### config.mk
export PLATFORM = sky130hd
export DESIGN_NAME = stopwatch_ctrl
export DESIGN_NICKNAME = d
export VERILOG_FILES = /design/src/rtl/stopwatch_ctrl.sv
export SDC_FILE = /design/constraint.sdc
export NUM_CORES = 1
export LEC_CHECK = 0
export ABC_AREA = 1
export CELL_PAD_IN_SITES_DETAIL_PLACEMENT = 2
export CELL_PAD_IN_SITES_GLOBAL_PLACEMENT = 2
export CORE_MARGIN = 10
export CORE_UTILIZATION = 26
export CTS_CLUSTER_SIZE = 30
export DETAILED_ROUTE_END_ITERATION = 16
export GPL_TIMING_DRIVEN = 0
export PLACE_DENSITY = 0.73
export SKIP_LAST_GASP = 1
export SYNTH_ARGS = -nofsm -noshare
export SYNTH_HDL_FRONTEND = slang
export SYNTH_SLANG_ARGS = --single-unit
export TNS_END_PERCENT = 10
### constraint.sdc
create_clock -name clk_i -period 2.05 [get_ports clk_i]
set_clock_uncertainty 0.2 [all_clocks]
set_input_delay 0.3075 -clock clk_i [delete_from_list [all_inputs] [get_ports clk_i]]
set_output_delay 0.3075 -clock clk_i [all_outputs]
set_load 0.005 [all_outputs]
### src/rtl/stopwatch_ctrl.sv
// Stopwatch control: button conditioning, run/pause/freeze FSM, 1 kHz tick prescaler,
// clear/lap handling and display selection for the ms counter datapath.
module stopwatch_ctrl #(
    parameter int unsigned CLK_HZ    = 50000000,
    parameter int unsigned TICK_HZ   = 1000,
    parameter int unsigned WIDTH     = 20,
    parameter int unsigned MAX_COUNT = 999999
) (
    input  logic             clk_i,
    input  logic             reset_i,
    input  logic             start_n_i,
    input  logic             stop_n_i,
    input  logic             lap_n_i,
    input  logic             clear_n_i,
    input  logic [WIDTH-1:0] ms_count_i,
    output logic             ms_tick_o,
    output logic             count_en_o,
    output logic             count_clr_o,
    output logic [WIDTH-1:0] lap_value_o,
    output logic [WIDTH-1:0] display_value_o,
    output logic [1:0]       state_o,
    output logic             overflow_o
);

    localparam int unsigned       DIV        = CLK_HZ / TICK_HZ;
    localparam int unsigned       PW         = (DIV > 1) ? $clog2(DIV) : 1;
    localparam logic [PW-1:0]     PRESC_LAST = PW'(DIV - 1);
    localparam logic [WIDTH-1:0]  COUNT_LAST = WIDTH'(MAX_COUNT);

    typedef enum logic [1:0] {
        StIdle   = 2'b00,
        StRun    = 2'b01,
        StPaused = 2'b10,
        StFrozen = 2'b11
    } state_e;

    // Button bit order: 0 start, 1 stop, 2 lap, 3 clear.
    logic [3:0] btn_n;
    logic [3:0] sync1_q, sync2_q, prev_q, press_q;
    logic [1:0] settle_q;
    logic       settled;

    assign btn_n   = {clear_n_i, lap_n_i, stop_n_i, start_n_i};
    assign settled = (settle_q == 2'd3);

    // Edges are ignored until the chain holds real pin samples, so a button held
    // through reset release does not look like a fresh press.
    always_ff @(posedge clk_i or posedge reset_i) begin
        if (reset_i) begin
            sync1_q  <= '1;
            sync2_q  <= '1;
            prev_q   <= '1;
            press_q  <= '0;
            settle_q <= '0;
        end else begin
            sync1_q <= btn_n;
            sync2_q <= sync1_q;
            prev_q  <= sync2_q;
            press_q <= settled ? (prev_q & ~sync2_q) : 4'b0000;
            if (!settled) begin
                settle_q <= settle_q + 2'd1;
            end
        end
    end

    logic act_clr, act_stop, act_start, act_lap;

    always_comb begin
        act_clr   = press_q[3];
        act_stop  = press_q[1] & ~press_q[3];
        act_start = press_q[0] & ~press_q[1] & ~press_q[3];
        act_lap   = press_q[2] & ~press_q[0] & ~press_q[1] & ~press_q[3];
    end

    state_e           state_q;
    logic [PW-1:0]    presc_q;
    logic [WIDTH-1:0] lap_q;
    logic             ovf_q, tick_q, clr_q;
    logic             tick_due, at_max;

    assign count_en_o = ((state_q == StRun) || (state_q == StFrozen)) && !ovf_q;
    assign tick_due   = count_en_o && (presc_q == PRESC_LAST);
    assign at_max     = (ms_count_i == COUNT_LAST);

    always_ff @(posedge clk_i or posedge reset_i) begin
        if (reset_i) begin
            state_q <= StIdle;
            presc_q <= '0;
            lap_q   <= '0;
            ovf_q   <= 1'b0;
            tick_q  <= 1'b0;
            clr_q   <= 1'b0;
        end else begin
            tick_q <= 1'b0;
            clr_q  <= 1'b0;
            if (act_clr) begin
                state_q <= StIdle;
                presc_q <= '0;
                lap_q   <= '0;
                ovf_q   <= 1'b0;
                clr_q   <= 1'b1;
            end else begin
                if (count_en_o) begin
                    presc_q <= tick_due ? '0 : presc_q + PW'(1);
                end
                // A tick that would push the count past the limit is swallowed.
                if (tick_due && at_max) begin
                    ovf_q   <= 1'b1;
                    state_q <= StPaused;
                end else begin
                    tick_q <= tick_due;
                    case (state_q)
                        StIdle: begin
                            if (act_start) state_q <= StRun;
                        end
                        StRun: begin
                            if (act_stop) begin
                                state_q <= StPaused;
                            end else if (act_lap) begin
                                state_q <= StFrozen;
                                lap_q   <= ms_count_i;
                            end
                        end
                        StFrozen: begin
                            if (act_stop) begin
                                state_q <= StPaused;
                            end else if (act_lap) begin
                                state_q <= StRun;
                            end
                        end
                        StPaused: begin
                            if (act_start && !ovf_q) state_q <= StRun;
                        end
                        default: state_q <= StIdle;
                    endcase
                end
            end
        end
    end

    assign ms_tick_o       = tick_q;
    assign count_clr_o     = clr_q;
    assign lap_value_o     = lap_q;
    assign overflow_o      = ovf_q;
    assign state_o         = state_q;
    assign display_value_o = (state_q == StFrozen) ? lap_q : ms_count_i;

endmodule

Yosys cells after proc, flatten, opt, wreduce, memory -nomap -nowiden
Cells that the tools add are included.
- add/sub/neg operators: 2
- multiply operators: 0
- divide/modulo/power cells: 0
- magnitude comparators: 0
- equality and inequality tests: 12
- shifts and indexed selects: 0
- mux-type cells: 24
- bitwise gates (word level): 11
- reduce and logical (&&, ||, !) cells: 13
- operators by type and width (kind ; number):
    2-to-1 mux 20 bit ; 6
    2-to-1 mux 16 bit ; 3
    equality test 20 bit (second input constant) ; 1
    adder 16 x 1 -> 16 bit (second input constant) ; 1
    equality test 16 bit (second input constant) ; 1
    2-to-1 mux 2 bit ; 8
    inequality test 5 x 4 -> 1 bit (second input constant) ; 2
    inequality test 4 bit (second input constant) ; 2
    case mux 2 bit (4 select lines) ; 1
    AND reduction 4 bit ; 2
    nonzero test 2 bit ; 4
    bitwise AND 1 bit ; 6
    equality test 2 bit (second input constant) ; 3
    2-to-1 mux 1 bit ; 5
    bitwise AND 4 bit ; 1
    logical AND 1 bit ; 4
    2-to-1 mux 4 bit ; 1
    inequality test 2 bit (second input constant) ; 2
    inverter 4 bit ; 1
    inverter 1 bit ; 3
    adder 2 x 1 -> 2 bit (second input constant) ; 1
    equality test 2 x 1 -> 1 bit (second input constant) ; 1
    logical NOT 2 bit ; 1
    logical NOT 1 bit ; 1
    logical OR 1 bit ; 1
- register bits after elaboration: 59
- bits in latches: 0
- bits in writable memories: 0
- ROM bits: 0
- output and inout bits: 46
- word-level logic and storage cells: 73
- memories: 0

Logic depth before layout (Yosys ltp)
Gate-level depths: netlist of run 1.
- depth after elaboration: 9
- mapped depth: 11

Worst setup path before layout of run 1
OpenSTA, ideal clock, no wires.
- kind: reg-to-reg
- from: reg presc_q[0]
- to: reg lap_q[0], in the netlist lap_value_o[0]
- data arrival time: 1.433 ns
- slack: 0.299 ns
- cell stages (with the launch flop): 12
- buffers on the path: 1
- clock period less this slack: 1.751 ns
- path through: dfrtp_1 > ha_1 > nand2_1 > nor2_1 > nand3_1 > nor2_4 > nand2_4 > nand2_4 > nand2_4 > buf_6 > nand3_1 > o21ai_2
- longest elaborated chain between the ends: 5
- RTL lines (item ; line ; source):
    from (decl) ; 76 ; logic [PW-1:0] presc_q;
    from (signal assigned) ; 104 ; presc_q <= tick_due ? '0 : presc_q + PW'(1);
    equality test 16 bit ; 82 ; assign tick_due = count_en_o && (presc_q == PRESC_LAST);
    logical AND 1 bit ; 82 ;
    logical AND 1 bit ; 107 ; if (tick_due && at_max) begin
    inequality test 2 bit (no line) ; -- ;
    AND reduction 4 bit (no line) ; -- ;
    to (signal assigned) ; 121 ; lap_q <= ms_count_i;
    to (decl) ; 77 ; logic [WIDTH-1:0] lap_q;
No other way between the ends.
A chain may end at the register's enable or synchronous reset.

Worst setup path in the final report of run 1
- from: reg state_q[0], in the netlist state_o[0]
- to: out display_value_o[6]
- longest elaborated chain between the ends: 2
- RTL lines (item ; line ; source):
    from (decl) ; 75 ; state_e state_q;
    from (signal assigned) ; 87 ; state_q <= StIdle;
    from (signal assigned) ; 97 ; state_q <= StIdle;
    from (signal assigned) ; 109 ; state_q <= StPaused;
    equality test 2 bit ; 146 ; assign display_value_o = (state_q == StFrozen) ? lap_q : ms_count_i;
    2-to-1 mux 20 bit ; 146 ;
    to (decl) ; 20 ; output logic [WIDTH-1:0] display_value_o,
No other way between the ends.

==> results of run 1 <==
==> flip-flops by register name, indices dropped and copies added (netlist names) <==
signal / cells
prev_q: 4
presc_q: 16
state_o: 2
count_clr_o: 1
settle_q: 2
sync2_q: 4
press_q: 4
lap_value_o: 20
sync1_q: 4
overflow_o: 1
ms_tick_o: 1
==> kinds of logic after synthesis <==
family / count (synthesis) / synth area share
flops: 59 / 0.511
mux: 1 / 0.00386
fa+ha+maj: 2 / 0.00857
buf+inv: 57 / 0.0823
simple gates: 155 / 0.249
xor+xnor: 6 / 0.0180
compound gates: 59 / 0.128
==> layer usage <==
metal	wire, um	vias up	global-route usage	share of wire
li1	-	1255	-	-
met1	4310	1255	0.151	0.46
met2	4440	74	0.202	0.47
met3	594	8	0.0352	0.063
met4	122	0	0.0422	0.013
met5	0	-	0	0
==> where the power goes <==
part           internal (mW)  leakage, nW  switching, mW
clock network          0.947        0.140          0.546
logic                  0.560        0.987          0.581
registers               1.30        0.744         0.0862
==> cells in the mapped netlist, types with 3 or more instances <==
master | number | area (um2)
nand2_1 | 76 | 285
dfrtp_1 | 47 | 1180
inv_1 | 45 | 169
nor2_1 | 28 | 105
o21ai_0 | 28 | 140
nand3_1 | 23 | 115
o21ai_2 | 20 | 175
dfstp_2 | 12 | 315
nor3_1 | 11 | 55.1
a21oi_1 | 10 | 50.1
clkbuf_1 | 4 | 15.0
xor2_1 | 4 | 35.0
buf_6 | 3 | 33.8
nand2_4 | 3 | 33.8
nor2_4 | 3 | 33.8
==> stage by stage <==
stage / setup TNS, ns / setup slack [ns]
2_1_floorplan: 0 / 0.106
3_3_place_gp: -68.47 / -1.12
3_5_place_dp: -10.00 / -0.306
4_1_cts: -3.47 / -0.212
5_1_grt: -7.85 / -0.275
6_report: -2.14 / -0.171
==> how the worst max path moves through the flow <==
stage	from	cells after the start	endpoint	slack, ns
after global routing	state_o[1]$_DFFE_PP0P_	4	display_value_o[6]	-0.28
after global placement	reset_i	2	presc_q[7]$_DFFE_PP0P_	-1.12
after CTS	state_o[0]$_DFFE_PP0P_	5	display_value_o[3]	-0.21
final	state_o[0]$_DFFE_PP0P_	4	display_value_o[6]	-0.17
after detailed placement	state_o[0]$_DFFE_PP0P_	5	display_value_o[14]	-0.31
after floorplan	reset_i	1	count_clr_o$_DFF_PP0_	0.11
==> worst max-delay path: cells and delay by family, from the launching register on <==
kind                   cells  cell delay [ns]
AND/OR/NAND/NOR            1             0.08
flip-flops                 1             0.37
AO/OA/AOI/OAI              1             0.19
buffers and inverters      2             0.74
==> area by class of cell <==
cell class                      instances  area (um2)
Timing Repair Buffer                   74         753
Clock inverter                          5        63.8
Buffer                                  9        86.3
Fill cell                            1230        6760
Sequential cell                        59        1490
Clock buffer                           11         233
Inverter                               48         181
Tap cell                              140         175
Multi-Input combinational cell        223        1190
==> repair_timing <==
| item | CTS | global route |
|---|---|---|
| endpoints found under the setup margin | 24 | 53 |
| resized for setup | 20 | 8 |
| buffers inserted | 2 | 0 |
==> impl_results.md, run 1 <==
- Die outline area: 15900 um2
- Maximum ir drop on the vdd rail: 0.395 mV
- Routed wire per std cell: 16.6 um
- Initial antenna violation count: 0
- Crit path setup slack, layout: -0.171 ns
- Peak clock frequency supported by timing: 450 MHz
- Final core occ: 0.382
- Total number of vias: 2592
- Port Buffers: 71
- Slew at the pin closest to its max-slew limit: 0.668 ns
- Depth of the most critical reg-to-reg path: 11
- Violations in the final reports: negative setup slack
- Type of destination of the critical path: primary output
- Crit path launch type: register
- Fraction of final layout cells sized beyond drive strength 1: 0.177
- Top library cells by usage in the layout, fill and taps aside: 75 x nand2_1, 65 x clkdlybuf4s50_1, 46 x dfrtp_1
- Portion of the clock cycle consumed by the worst path in the final layout: 1.08
- Detailed placer's ending HPWL: 7030 um
- Worst slew margin: 0.554
- Final std cells w/o fill: 569
- Via count of the first global-routing pass: 2978
- Final hold violations: 0
- Syn Nets: 367
- Most common library cell in the layout ignoring fill and taps: nand2_1
- Total global routing overflow: 0
- IO Count: 72
- Clock buffer depth: 2
- Count of clock tree sinks: 59
- RSZ-0062 raised after global routing: yes
- Core region area: 10900 um2
- Mapped Avg Cell Area: 8.61 um2
- Starting density of the core: 0.267
- Number of maximum-capacitance violations: 0
- Leakage component of the power: 1.87 nW
- Count of flip-flops with a built-in enable after synthesis: 0
- Final WL: 9460 um
- Required time of the critical path: 1.54 ns
- #FFs+latches synth: 59
- Post-route minimum period: 2.22 ns
- CTS tree: built
- Chip height: 126 um
- # diodes: 0
- Combined global-route utilization of all metal layers: 0.123
- Root buffer cell: clkbuf_16
- Fin nets: 452
- Pin count of the biggest net entering global routing: 33
- DRC viols: 0
- Clock slew at the register clock pins of the worst setup and hold paths: 0.06 ns
- Initial DRC count: 104
- Endpoint with the worst hold slack: sync2_q[0]$_DFF_PP1_
- Max Fanout on Critical Path: 10
- Horizontal extent of the die: 126 um
- Post-Route Hold Slack: 0.157 ns
- Beginning of the worst register-to-register path: state_o[0]$_DFFE_PP0P_
- Most frequently used flop master after synthesis: dfrtp_1
- Type of the setup path with the least slack: register to primary output
- Count of antenna-violating nets left after detailed routing: 0
- Final standard cell area without fillers: 4180 um2
- CTS HTree Levels: 3
- Number of cells in the design after placement: 551
- Clock latency reported for the late side of the worst-skew pair: 0.33 ns
- Detail-routed via count per cell: 4.56
- Last weighted congestion value of the routability-driven placer: 0.763
- Proportion of synthesized chip area in sequential cells: 0.511
- R2R Path End: presc_q[12]$_DFFE_PP0P_
- Number of pins with negative max-slew slack in the final report: 0
- Maximum single-stage delay on the critical path: 0.54 ns
- Cell area power density: 963 nW/um2
- HP Start: sync1_q[0]$_DFF_PP1_
- Layout overhead on the synthesized area: 43.0%
- Detailed Routing Iterations Pass 1: 4
- Class of the most critical hold timing path: register to register
- Distinct cell type count after synthesis: 31
- Hold-fix buffers, CTS: 0
- Cell with the largest stage delay on the worst path: clkdlybuf4s50_1
- Post-synthesis instance area: 2920 um2
- DP Area: 3820 um2
- Register-to-Register Setup Slack: -0.04 ns
- Core Rows: 38
- Async set-reset flop share out of synthesis: 1.00
- Result of the run: complete, but fails checks
- Gate Count Post-Synth: 339
- Yosys warnings: 0
- Final setup violation count: 16
- Wire length of the first global-routing pass: 15900 um
- Hold path cells: 0
- Power Total: 4.02 mW
- Total CTS buffers: 9
- Series of cell instances along the critical path: nand2_2 > clkbuf_4 > o21ai_0 > clkdlybuf4s50_1
- CP Data Arrival Time: 1.71 ns
(Power assumes the default switching activity.)
==> run 2, diff against run 1 <==
--- a/config.mk
+++ b/config.mk
@@ -8,12 +8,14 @@
 export ABC_AREA = 1
 export CELL_PAD_IN_SITES_DETAIL_PLACEMENT = 2
 export CELL_PAD_IN_SITES_GLOBAL_PLACEMENT = 2
+export CORE_ASPECT_RATIO = 0.7
 export CORE_MARGIN = 10
 export CORE_UTILIZATION = 26
 export CTS_CLUSTER_SIZE = 30
 export DETAILED_ROUTE_END_ITERATION = 16
 export GPL_TIMING_DRIVEN = 0
 export PLACE_DENSITY = 0.73
+export REMOVE_ABC_BUFFERS = 1
 export SKIP_LAST_GASP = 1
 export SYNTH_ARGS = -nofsm -noshare
 export SYNTH_HDL_FRONTEND = slang
==> impl_results.md, run 2 (same netlist as run 1, synthesis figures left out) <==
- Final hold violations: 0 (unchanged)
- Maximum ir drop on the vdd rail: 0.445 mV (+13%)
- Switching power of the nets: 1.38 mW (+14%)
- Clock latency reported for the late side of the worst-skew pair: 0.34 ns (about the same)
- # diodes: 0 (unchanged)
- Class of the most critical hold timing path: register to register
- Crit path buf inv count: 1 (-1)
- Most common library cell in the layout ignoring fill and taps: nand2_1
- Fraction of final layout cells sized beyond drive strength 1: 0.173 (-0.00458)
- Max Fanout on Critical Path: 10 (unchanged)
- Result of the run: complete, but fails checks
- Largest delay share family, worst path: flip-flops
- Cell area power density: 979 nW/um2 (+1.6%)
- Peak clock frequency supported by timing: 430 MHz (-4.4%)
- Type of the setup path with the least slack: register to primary output
- Last weighted congestion value of the routability-driven placer: 0.729 (-4.5%)
- R2R Path End: lap_value_o[0]$_DFFE_PP0P_
- Fin nets: 446 (-1.3%)
- Horizontal extent of the die: 147 um (+16%)
- Combined global-route utilization of all metal layers: 0.127 (+0.00363)
- Endpoint with the worst hold slack: sync2_q[0]$_DFF_PP1_
- Root buffer cell: clkbuf_16
- Starting density of the core: 0.265 (-0.00182)
- Combinational group share of total power: 0.279 (-0.005)
- Clock slew at the register clock pins of the worst setup and hold paths: 0.06 ns (about the same)
- Final core occ: 0.378 (-0.00397)
- Crit path setup slack, layout: -0.274 ns (-0.102 ns)
- Final setup violation count: 53 (+37)
- Core Rows: 32 (-16%)
- Number of cells in the design after placement: 555 (+0.73%)
- IO Count: 72 (unchanged)
- Series of cell instances along the critical path: nand2_4 > nand2_1 > o21ai_1 > clkdlybuf4s50_1
- Count of fill cells added during filler insertion: 1220 (-0.81%)
- Count of antenna-violating nets left after detailed routing: 0 (unchanged)
- Layout overhead on the synthesized area: 42.5%
- Register-to-Register Setup Slack: -0.19 ns (-0.15 ns)
- Post-route minimum period: 2.32 ns (+0.102 ns)
- Via count of the first global-routing pass: 3000 (+0.74%)
- Top library cells by usage in the layout, fill and taps aside: 75 x nand2_1, 69 x clkdlybuf4s50_1, 45 x dfrtp_1
- Required time of the critical path: 1.54 ns (about the same)
- Detail-routed via count per cell: 4.52 (-0.76%)
- Cell internal power dissipation: 2.69 mW (-4.1%)
- Total CTS buffers: 9 (unchanged)
- Wire length of the first global-routing pass: 16100 um (+1.3%)
- Initial DRC count: 149 (+43%)
- Total number of vias: 2604 (+0.46%)
- Maximum single-stage delay on the critical path: 0.58 ns (+0.04 ns)
- Final std cells w/o fill: 576 (+1.2%)
- Leakage component of the power: 1.82 nW (-2.8%)
- Depth of the most critical reg-to-reg path: 10 (-1)
- Hold path cells: 0 (unchanged)
- Sequential share of power: 0.363 (+0.018)
- Setup TNS: -8.12 ns (-5.98 ns)
- Portion of the clock cycle consumed by the worst path in the final layout: 1.13 (+0.0499)
- Detailed placer's ending HPWL: 6760 um (-3.9%)
- Cell with the largest stage delay on the worst path: dfrtp_4
- Final WL: 9800 um (+3.6%)
- Beginning of the worst register-to-register path: state_o[0]$_DFFE_PP0P_
- RSZ-0062 raised after global routing: yes
- Routed wire per std cell: 17.0 um (+2.3%)
- Type of destination of the critical path: primary output
- Total global routing overflow: 0 (unchanged)
- Net switching share of the total power: 0.339 (+0.0369)
- Clock power share: 0.358 (-0.013)
- Port Buffers: 71 (unchanged)
- Slew at the pin closest to its max-slew limit: 0.827 ns (+0.159 ns)
- Detailed Routing Iterations Pass 1: 4 (unchanged)
- Hold-fix buffers, CTS: 0 (unchanged)
- Crit path launch type: register
- Die outline area: 15900 um2 (+0.42%)
- Core region area: 11000 um2 (+0.69%)
- Initial antenna violation count: 0 (unchanged)
- Clock buffer depth: 2 (unchanged)
- CP Data Arrival Time: 1.82 ns (+0.11 ns)
- Count of clock tree sinks: 59 (unchanged)
- Violations in the final reports: negative setup slack
- Chip height: 109 um (-14%)
- Worst slew margin: 0.448 (-0.106)
- CTS tree: built
- DRC viols: 0 (unchanged)
- Number of maximum-capacitance violations: 0 (unchanged)
- Number of pins with negative max-slew slack in the final report: 0 (unchanged)
- Number of flip-flops under the largest register name: 20 (unchanged)
- CTS HTree Levels: 3 (unchanged)
- Pin count of the biggest net entering global routing: 38 (+15%)
- HP Start: sync1_q[0]$_DFF_PP1_
[run 2: cell count changes in the layout (fill, tap and decap cells not counted), sizes merged]
| cell | previous run | this run |
|---|---|---|
| inv | 46 | 54 |
| clkdlybuf4s50 | 65 | 69 |
| clkbuf | 15 | 9 |
| clkinvlp | 1 | 0 |
| clkinv | 5 | 1 |
| dlymetal6s2s | 4 | 1 |
| nand2 | 80 | 83 |
| buf | 8 | 3 |
| dlygate4sd2 | 2 | 1 |
| bufinv | 1 | 0 |
[run 2: routing by layer]
layer  share of wire  routed length [um]  vias up  GRT usage
met5               0                   0        -          0
met4           0.011                 112        0     0.0427
met3           0.057                 561       10     0.0443
met2            0.45                4400       51      0.203
met1            0.48                4720     1295      0.158
li1                -                   -     1248          -
[run 2: repair_timing]
item | CTS | global route
resized for setup | 17 | 7
cloned | 1 | 2
setup buffers | 2 | 0
endpoints found under the hold margin | 0 | 0
pin swaps | 1 | 2
setup endpoints to repair | 41 | 55
[run 2: layout make-up]
cell class              instances  area (um2)  area share
flip-flops and latches         59        1500       0.360
clock inverters                 7        56.3      0.0135
clock buffers                   9         225      0.0541
inverters                      48         183      0.0439
repair buffers                 74         751       0.180
multi-input cells             226        1250       0.302
well taps                     153         191      0.0460
[run 2: per-stage QoR]
| stage | hold slack (ns) | power [mW] | instance area (um2) | setup slack [ns] |
|---|---|---|---|---|
| after floorplan | 0.112 | 1.87 | 2860 | 0.106 |
| after global placement | 0.146 | 2.43 | 3760 | -1.20 |
| after detailed placement | 0.148 | 2.47 | 3780 | -0.829 |
| after CTS | 0.156 | 4.09 | 4130 | -0.265 |
| after global routing | 0.160 | 4.31 | 4160 | -0.334 |
| final | 0.156 | 4.07 | 4160 | -0.274 |
[run 2: how the worst max path moves through the flow]
stage                           start                          to  slack [ns]  depth (start not counted)
2_1_floorplan                 reset_i       count_clr_o$_DFF_PP0_        0.11                          1
3_3_place_gp                  reset_i  lap_value_o[9]$_DFFE_PP0P_       -1.20                          2
3_5_place_dp   state_o[0]$_DFFE_PP0P_          display_value_o[2]       -0.83                          3
4_1_cts        state_o[1]$_DFFE_PP0P_          display_value_o[2]       -0.27                          4
5_1_grt        state_o[0]$_DFFE_PP0P_         display_value_o[11]       -0.33                          4
6_report       state_o[0]$_DFFE_PP0P_          display_value_o[0]       -0.27                          4
[run 2: power groups by stage]
stage                     Sequential (mW)  Clock, mW  Combinational, mW
after floorplan                      1.41          0              0.460
after global placement               1.42          0               1.01
after detailed placement             1.43          0               1.05
after CTS                            1.45       1.50               1.14
after global routing                 1.50       1.55               1.26
final                                1.48       1.46               1.14
[run 2: worst reg2reg max path: stages, from the launching register on]
cell and delay, ns:
dfrtp_4 0.56, buf_6 0.16, inv_2 0.08, nor2_8 0.16, nand4_4 0.11, nor2_4 0.18
nand2_4 0.11, nand2_4 0.12, nand2_8 0.18, nand3_1 0.19, o21ai_2 0.08
==> run 3, diff against run 2 <==
--- a/config.mk
+++ b/config.mk
@@ -17,6 +17,7 @@
 export PLACE_DENSITY = 0.73
 export REMOVE_ABC_BUFFERS = 1
 export SKIP_LAST_GASP = 1
+export SLEW_MARGIN = 20
 export SYNTH_ARGS = -nofsm -noshare
 export SYNTH_HDL_FRONTEND = slang
 export SYNTH_SLANG_ARGS = --single-unit
==> impl_results.md, run 3 (same netlist as run 1, synthesis figures left out) <==
- Type of the setup path with the least slack: register to primary output
- RSZ-0062 raised after global routing: yes
- Number of flip-flops under the largest register name: 20 (unchanged)
- CTS tree: built
- Required time of the critical path: 1.54 ns (about the same)
- Violations in the final reports: negative setup slack
- Pin count of the biggest net entering global routing: 47 (+24%)
- Worst slew margin: 0.561 (+0.113)
- CP Data Arrival Time: 1.81 ns (about the same)
- Number of cells in the design after placement: 555 (unchanged)
- Detailed Routing Iterations Pass 1: 4 (unchanged)
- Routed wire per std cell: 17.1 um (+0.29%)
- Clock buffer depth: 2 (unchanged)
- Maximum ir drop on the vdd rail: 0.464 mV (+4.4%)
- Combined global-route utilization of all metal layers: 0.129 (+0.00167)
- Crit path setup slack, layout: -0.265 ns (+0.00845 ns)
- Final hold violations: 0 (unchanged)
- Total global routing overflow: 0 (unchanged)
- Largest delay share family, worst path: buffers and inverters
- Total CTS buffers: 9 (unchanged)
- Die outline area: 15900 um2 (unchanged)
- Starting density of the core: 0.265 (unchanged)
- Detailed placer's ending HPWL: 6670 um (-1.3%)
- Leakage component of the power: 1.81 nW (-0.69%)
- Initial DRC count: 133 (-11%)
- Root buffer cell: clkbuf_16
- Count of antenna-violating nets left after detailed routing: 0 (unchanged)
- Final core occ: 0.379 (+0.00102)
- Max Fanout on Critical Path: 20 (+10)
- Port Buffers: 71 (unchanged)
- Number of maximum-capacitance violations: 0 (unchanged)
- Final std cells w/o fill: 576 (unchanged)
- Detail-routed via count per cell: 4.54 (+0.50%)
- Chip height: 109 um (unchanged)
- Clock slew at the register clock pins of the worst setup and hold paths: 0.06 ns (about the same)
- DRC viols: 0 (unchanged)
- Post-route minimum period: 2.32 ns (-0.00845 ns)
- Clock latency reported for the late side of the worst-skew pair: 0.35 ns (about the same)
- Horizontal extent of the die: 147 um (unchanged)
- Total number of vias: 2617 (+0.50%)
- Top library cells by usage in the layout, fill and taps aside: 75 x nand2_1, 70 x clkdlybuf4s50_1, 45 x dfrtp_1
- Crit path buf inv count: 1 (unchanged)
- Peak clock frequency supported by timing: 432 MHz (+0.37%)
- Portion of the clock cycle consumed by the worst path in the final layout: 1.13 (-0.00412)
- Initial antenna violation count: 0 (unchanged)
- Type of destination of the critical path: primary output
- Cell area power density: 978 nW/um2 (-0.14%)
- Crit path launch type: register
- Slew at the pin closest to its max-slew limit: 0.658 ns (-0.169 ns)
- # diodes: 0 (unchanged)
- IO Count: 72 (unchanged)
- Fraction of final layout cells sized beyond drive strength 1: 0.173 (unchanged)
- Critical path origin: state_o[0]$_DFFE_PP0P_
- Hold-fix buffers, CTS: 0 (unchanged)
- Series of cell instances along the critical path: nand2_8 > o21ai_1 > clkdlybuf4s50_1
- Class of the most critical hold timing path: input pin to async pin
- Most common library cell in the layout ignoring fill and taps: nand2_1
- Layout overhead on the synthesized area: 42.9%
- Fin nets: 446 (unchanged)
- Final setup violation count: 45 (-15%)
- Count of fill cells added during filler insertion: 1220 (unchanged)
- Result of the run: complete, but fails checks
- Beginning of the worst register-to-register path: state_o[0]$_DFFE_PP0P_
- Core Rows: 32 (unchanged)
- Core region area: 11000 um2 (unchanged)
- CTS HTree Levels: 3 (unchanged)
- Number of pins with negative max-slew slack in the final report: 0 (unchanged)
- Wire length of the first global-routing pass: 16200 um (+0.68%)
- Last weighted congestion value of the routability-driven placer: 0.729 (unchanged)
- Maximum single-stage delay on the critical path: 0.55 ns (-0.03 ns)
- Cell with the largest stage delay on the worst path: clkdlybuf4s50_1
- Via count of the first global-routing pass: 3029 (+0.97%)
- Count of clock tree sinks: 59 (unchanged)
- Final WL: 9820 um (+0.29%)
run 3: worst register-to-register path: stages (launching register included):
cell,delay [ns]
dfrtp_2,0.51
buf_6,0.17
inv_2,0.12
nor2_8,0.07
nand4_4,0.09
nor2_4,0.05
nand2_4,0.12
nand2_4,0.10
nor2_2,0.44
nand2_1,0.16
o21ai_2,0.09
run 3: cell type report:
type,instances,area [um2],share of cell area
Clock inverter,6,45.0,0.0108
Tap cell,153,191,0.0459
Inverter,48,184,0.0441
Timing Repair Buffer,75,763,0.183
Multi-Input combinational cell,225,1240,0.298
Clock buffer,10,250,0.0600
Sequential cell,59,1490,0.358
run 3: power by group:
| group | switching [mW] | internal [mW] |
|---|---|---|
| logic | 0.579 | 0.551 |
| clock network | 0.604 | 0.897 |
| registers | 0.145 | 1.30 |
run 3: final timing paths:
check	endpoint	depth (start not counted)	slack, ns
setup / recovery	display_value_o[2]	3	-0.27
hold / removal	press_q[3]$_DFF_PP0_	2	0.04
setup reg to reg	lap_value_o[11]$_DFFE_PP0P_	10	-0.15
hold reg to reg	sync2_q[2]$_DFF_PP1_	0	0.16
max in group asynchronous	prev_q[0]$_DFF_PP1_	3	1.09
min in group clk_i	sync2_q[2]$_DFF_PP1_	0	0.16
run 3: layer usage:
metal | wire length, um | track usage | vias to the layer above
met5 | 0 | 0 | -
met4 | 163 | 0.0534 | 0
met3 | 530 | 0.0447 | 15
met2 | 4500 | 0.203 | 48
met1 | 4620 | 0.159 | 1310
li1 | - | - | 1244
run 3: timing repair:
item                                    4_1_cts  5_1_grt
cloned                                        1        1
gates resized for setup                      14        5
endpoints found under the setup margin       41       55
endpoints found under the hold margin         0        0
pin swaps                                     1        1
buffers inserted                              3        0
run 3: through the flow:
step           worst slack (ns)  TNS (ns)  total power, mW  cell area [um2]  hold WS [ns]
3_5_place_dp             -0.516    -15.75             2.48             3790         0.147
5_1_grt                  -0.318    -11.57             4.31             4170        0.0615
3_3_place_gp              -1.20    -87.40             2.43             3760         0.146
6_report                 -0.265     -6.22             4.08             4170        0.0356
2_1_floorplan             0.106         0             1.87             2860         0.112
4_1_cts                  -0.258     -8.84             4.15             4150        0.0331
